<file path="config.mk">
export PLATFORM = sky130hd
export DESIGN_NAME = mul_seq_ctrl
export DESIGN_NICKNAME = d
export VERILOG_FILES = /design/src/rtl/mul_seq_ctrl.sv
export SDC_FILE = /design/constraint.sdc
export NUM_CORES = 1
export LEC_CHECK = 0
export CAP_MARGIN = 10
export CORE_AREA = 2 2 104 106
export DETAILED_ROUTE_END_ITERATION = 7
export DIE_AREA = 0 0 106 108
export GPL_TIMING_DRIVEN = 0
export PLACE_DENSITY = 0.39
export SLEW_MARGIN = 15
export SYNTH_ARGS = -nofsm -noshare
export SYNTH_HDL_FRONTEND = slang
export SYNTH_SLANG_ARGS = --single-unit
</file>
<file path="constraint.sdc">
create_clock -name clk -period 3.9 [get_ports clk]
set_input_delay 0.78 -clock clk [delete_from_list [all_inputs] [get_ports clk]]
set_output_delay 0.78 -clock clk [all_outputs]
set_load 0.05 [all_outputs]
</file>
<file path="src/rtl/mul_seq_ctrl.sv">
// -----------------------------------------------------------------------------
// mul_seq_ctrl
//
// Sequential 8x8 unsigned multiplier. One operand pair is accepted in IDLE,
// then sixteen 2x2 partial products are formed through a single shared
// 2x2 multiplier cell and shifted into a 16-bit accumulator, one per cycle.
// The product is presented in DONE until the consumer takes it.
//
// Ports
//   clk        sole clock, rising edge
//   rst        synchronous reset, active high
//   in_valid   operand pair on A/B is valid
//   in_ready   block can accept an operand pair (IDLE only)
//   A          8-bit unsigned multiplicand
//   B          8-bit unsigned multiplier
//   out_valid  product on P is valid (DONE only)
//   out_ready  consumer accepts P
//   P          16-bit unsigned product A*B
//   busy       high while in RUN or DONE
// -----------------------------------------------------------------------------

// -----------------------------------------------------------------------------
// mul
//
// 2x2 unsigned multiplier cell.
//
// Ports
//   a  2-bit operand
//   b  2-bit operand
//   p  4-bit product a*b
// -----------------------------------------------------------------------------
module mul (
   input  logic [1:0] a,
   input  logic [1:0] b,
   output logic [3:0] p
);

   always_comb begin
      p = {2'b00, a} * {2'b00, b};
   end

endmodule

module mul_seq_ctrl (
   input  logic        clk,
   input  logic        rst,
   input  logic        in_valid,
   output logic        in_ready,
   input  logic [7:0]  A,
   input  logic [7:0]  B,
   output logic        out_valid,
   input  logic        out_ready,
   output logic [15:0] P,
   output logic        busy
);

   typedef enum logic [1:0] {
      IDLE = 2'd0,
      RUN  = 2'd1,
      DONE = 2'd2
   } state_t;

   state_t      state;
   state_t      state_nxt;

   logic [3:0]  k;
   logic [15:0] acc;
   logic [7:0]  a_reg;
   logic [7:0]  b_reg;

   logic [1:0]  i_idx;
   logic [1:0]  j_idx;
   logic [1:0]  mul_a;
   logic [1:0]  mul_b;
   logic [3:0]  pp;
   logic [3:0]  shamt;
   logic [15:0] pp_shifted;

   // -------------------------------------------------------------------------
   // Partial-product datapath. Step k selects digit i of A and digit j of B
   // (base 4); the product of those digits carries weight 4^(i+j).
   // -------------------------------------------------------------------------
   always_comb begin
      i_idx      = k[1:0];
      j_idx      = k[3:2];
      mul_a      = a_reg[{i_idx, 1'b0} +: 2];
      mul_b      = b_reg[{j_idx, 1'b0} +: 2];
      shamt      = {({1'b0, i_idx} + {1'b0, j_idx}), 1'b0};
      pp_shifted = {12'd0, pp} << shamt;
   end

   mul u_mul (
      .a (mul_a),
      .b (mul_b),
      .p (pp)
   );

   // -------------------------------------------------------------------------
   // FSM state register
   // -------------------------------------------------------------------------
   always_ff @(posedge clk) begin
      if (rst) begin
         state <= IDLE;
      end else begin
         state <= state_nxt;
      end
   end

   // -------------------------------------------------------------------------
   // FSM next-state and handshake outputs
   // -------------------------------------------------------------------------
   always_comb begin
      state_nxt = state;
      in_ready  = 1'b0;
      out_valid = 1'b0;
      busy      = 1'b0;

      case (state)
         IDLE: begin
            in_ready = 1'b1;
            if (in_valid) begin
               state_nxt = RUN;
            end
         end

         RUN: begin
            busy = 1'b1;
            // RUN always takes the full 16 steps, even for zero operands
            if (k == 4'd15) begin
               state_nxt = DONE;
            end
         end

         DONE: begin
            busy      = 1'b1;
            out_valid = 1'b1;
            // in_valid is ignored here: a new pair is only taken in IDLE
            if (out_ready) begin
               state_nxt = IDLE;
            end
         end

         default: begin
            state_nxt = IDLE;
         end
      endcase
   end

   // -------------------------------------------------------------------------
   // Operand capture, step counter and accumulator
   // -------------------------------------------------------------------------
   always_ff @(posedge clk) begin
      if (rst) begin
         k     <= '0;
         acc   <= '0;
         a_reg <= '0;
         b_reg <= '0;
      end else begin
         case (state)
            IDLE: begin
               if (in_valid) begin
                  a_reg <= A;
                  b_reg <= B;
                  acc   <= '0;
                  k     <= '0;
               end
            end

            RUN: begin
               // Sum never exceeds 0xFE01, so the 16-bit add cannot overflow
               acc <= acc + pp_shifted;
               k   <= k + 4'd1;
            end

            default: begin
            end
         endcase
      end
   end

   // Accumulator holds its value outside RUN, so P is stable throughout DONE
   assign P = acc;

endmodule

</file>
==> run summary <==
The flow ran to the end, and the final reports show no timing, DRC or antenna violations. The met3 track utilization from global routing came out at 0.02291. In this run the most used layer during global routing was met2. The number of buffers added on ports came out at 38. The number of clock buffers added by TritonCTS is 5. The I/O pin total came out at 39. Across the routed clock network, the largest skew measured is 0.006399 ns. The actual transition at the worst max-transition pin came out at 0.8370 ns.

The number of nets with antenna violations after routing is 0. The max-slew violation count came to 0. For this run, the post-layout net count is 401.

The HPWL after detailed placement is 4955 um. The area of the die came out at 11450 um^2. Synthesis handed over a netlist of 305 instances.

For this run, the total global-route usage over all layers was measured as 0.1213. The number of global-route vias before repair came out at 2245. The peak clock frequency supported by timing came out at 268.8 MHz. The maximum number of pins on one net before global-route repair came out at 14. Of the synthesized area, sequential elements account for 0.3038.

The fraction of final layout cells sized beyond drive strength 1 is 0.1173. The setup-violating endpoint count in the final report is 0. The highest-delay cell along the critical path is mux4_2. From left edge to right edge, the die measures 106 um. The total number of H-tree levels came out at 2. The global routing usage on met2 is 0.2088. The number of rows in the core area is 37.

The DRC violations left came out at 0. The wire length of the first global-routing pass is 11210 um. The worst-case vdd ir drop came out at 141.4 uV. STA classifies the critical path startpoint as a register. The power per cell area is 314.8 nW/um^2. The yosys synthesis warning count came out at 0.

Summed over all failing endpoints, the final setup total negative slack is 0 ns. The top flip-flop cell by instance count after synthesis is dfxtp_1. The count of distinct cell types in the synthesized netlist is 43. The synthesis-to-layout area growth came out at 32.53%.

The number of antenna diodes is 0. The buffer and inverter count on the worst path is 2. The final-report hold violation count came to 0. The tree is rooted in a clkbuf_8. The max-capacitance violation count came out at 0.

The post-synthesis net count came out at 349. In this design, the largest share of critical-path delay is due to compound AO/OA/AOI/OAI gates. The register with the most flip-flops in the layout has 16 of them. The quantity of hold-fixing buffers added after cts came out at 0.

The filler cell count is 1113. The insertion delay to the later sink of the worst-skew pair is 0.30 ns. The maximum number of buffers from clock root to sink is 2. The number of non-filler instances in the completed layout came out at 494. The number of iterations in the first detailed-routing pass is 4. Summing all multi-input logic gate instances after layout gives 1704 um^2. Data on the critical path arrives at its endpoint at 3.92 ns.

The critical path goes through buf_6, mux4_2, and2_1, ha_2, ha_4, a31oi_1, nor2b_1, ha_1, a21oi_1, nor2b_1, a211oi_2, buf_4, a41oi_2, xnor2_1, a22o_1. The violation count after the first detailed-routing iteration is 58. The cell that appears most often on the critical path is nor2b_1. The static power due to leakage came out at 1.307 nW. The number of antenna violations at the first check in global routing was 0.

The total power of the final layout is 0.001045 W. The height of the die came out at 108 um. The via count came out at 2254. Yosys mapped a number of flops with a built-in enable equal to 0. After clock tree synthesis, the clock-pin slew on the worst setup and hold paths is 0.09 ns. The relative max-transition margin came out at 0.4399. Routability-driven placement finished with a final weighted congestion of 0.7916.

The post-synthesis sequential element count came out at 38. STA classifies the critical path endpoint as a register. The post-route fraction of the period consumed by the critical path came out at 0.9540. Summing all flip-flop and latch instances after layout gives 765.7 um^2. The clock period minus final worst setup slack is 3.721 ns. For this run, the slowest stage of the critical path takes 0.50 ns.

The placeable core region came out at 10230 um^2. TritonCTS built the clock tree. The total wire length after detailed routing came out at 6561 um. Dividing the detail-routed wire length by the instance count gives 13.28 um. The initial core utilization is 0.2447. The critical path is of the reg -> reg type. The via density per instance came out at 4.563. The global routing met1 resource utilization is 0.1566. The final global-route overflow total came out at 0. The min-delay analysis places its worst path in the category reg -> reg.

After detailed placement, the design holds a cell count of 479. The mapped cell area is 2504 um^2. For the worst setup path, the data required time is 4.10 ns. The average instance area after synthesis is 8.209 um^2.

The share of async-settable or async-resettable flops after synthesis is 0. The largest fanout on the critical path is 6. The number of sinks handled by clock tree synthesis is 38.
layout by cell type, fill, tap and decap left out, types with 2 or more instances in the layout:
cell type | netlist | layout
nand2_1 | 50 | 50
clkdlybuf4s50_1 | 0 | 38
dfxtp_1 | 38 | 36
a21oi_1 | 32 | 32
nor2_1 | 31 | 31
ha_1 | 22 | 19
clkbuf_1 | 13 | 12
xnor2_1 | 11 | 11
inv_1 | 9 | 9
a22o_1 | 9 | 9
a22oi_1 | 9 | 9
nor2b_1 | 9 | 8
buf_4 | 0 | 8
and2_1 | 6 | 6
o21ai_0 | 6 | 6
nand2b_1 | 5 | 5
clkbuf_8 | 0 | 5
mux4_2 | 4 | 4
nor3_1 | 4 | 4
a31oi_1 | 5 | 4
xor2_1 | 4 | 4
o22ai_1 | 3 | 3
a21o_1 | 3 | 3
buf_2 | 3 | 2
mux2i_1 | 2 | 2
a211oi_2 | 0 | 2
a21oi_2 | 2 | 2
nand3_1 | 2 | 2
or3_1 | 2 | 2
ha_2 | 0 | 2
bufinv_16 | 0 | 2
power by group:
| part | internal (W) | switching, W | total (W) |
|---|---|---|---|
| sequential | 0.000408 | 0.0000136 | 0.000422 |
| combinational | 0.0000762 | 0.000125 | 0.000201 |
| clock | 0.000257 | 0.000165 | 0.000422 |
| total | 0.000741 | 0.000304 | 0.00104 |
stage by stage:
stage	util	setup WS [ns]	hold WS [ns]	instance area, um^2
floorplan	-	0.2853	0.4331	2504
global placement	0.2985	-0.4356	0.4440	3054
detailed placement	0.2985	-0.4402	0.4484	3054
CTS	0.3181	0.01083	0.4612	3254
global route	0.3243	-0.005407	0.4708	3318
finish	0.3243	0.1794	0.4596	3318
tightest hold or removal path, delay by kind of cell, from the launching register on:
family | cells | cell delay (ns)
AND/OR/NAND/NOR | 1 | 0.05
AO/OA/AOI/OAI | 1 | 0.05
flip-flops | 1 | 0.32
Yosys cell counts (2+ instances only):
cell,instances,share of area
a211oi_1,2,0.0060
a21o_1,3,0.0090
a21oi_1,32,0.064
a21oi_2,2,0.0070
a22o_1,9,0.031
a22oi_1,9,0.027
a31oi_1,5,0.012
a41oi_1,2,0.0070
and2_1,6,0.015
buf_2,3,0.0060
clkbuf_1,13,0.019
dfxtp_1,38,0.30
fa_1,2,0.016
ha_1,22,0.11
inv_1,9,0.013
mux2i_1,2,0.0080
mux4_2,4,0.036
nand2_1,50,0.075
nand2b_1,5,0.012
nand3_1,2,0.0040
nor2_1,31,0.046
nor2b_1,9,0.022
nor3_1,4,0.0080
o21ai_0,6,0.012
o22ai_1,3,0.0075
or3_1,2,0.0050
xnor2_1,11,0.038
xor2_1,4,0.014
cell type report:
class,count,area share
multi-input combinational,242,0.5136
sequential,38,0.2308
timing repair buffer,46,0.1327
tap,136,0.05128
clock buffer,5,0.02074
clock inverter,3,0.02074
buffer,15,0.01998
inverter,9,0.01018
routing by layer:
layer,share of wire,vias to the layer above
met5,0,-
li1,-,1178
met3,0.028,7
met2,0.47,31
met1,0.49,1038
met4,0.0093,0
worst paths after layout:
check	endpoint	depth (start not counted)	start	slack (ns)
max reg2reg	P[14]$_SDFFE_PP0P_	15	k[2]$_SDFFE_PP0P_	0.18
max	P[14]$_SDFFE_PP0P_	15	k[2]$_SDFFE_PP0P_	0.18
min reg2reg	b_reg[4]$_SDFFE_PP0P_	2	b_reg[4]$_SDFFE_PP0P_	0.46
min	b_reg[4]$_SDFFE_PP0P_	2	b_reg[4]$_SDFFE_PP0P_	0.46
kinds of logic after synthesis:
kind of cell / Yosys count / share of synthesized area
and+or+nand+nor: 114 / 0.2079
AOI/OAI and AO/OA: 83 / 0.2269
DFF: 38 / 0.3038
buffers and inverters: 25 / 0.03898
adders and majority gates: 24 / 0.1259
xor gates and xnor gates: 15 / 0.05247
muxes: 6 / 0.04398
what timing repair did:
item,4_1_cts,5_1_grt
gates cloned,0,0
endpoints found under the hold margin,0,0
pin swaps,3,4
endpoints found under the setup margin,7,8
gates resized for setup,8,8
setup buffers,5,3
No activity file was read; power rests on OpenSTA's default activity.
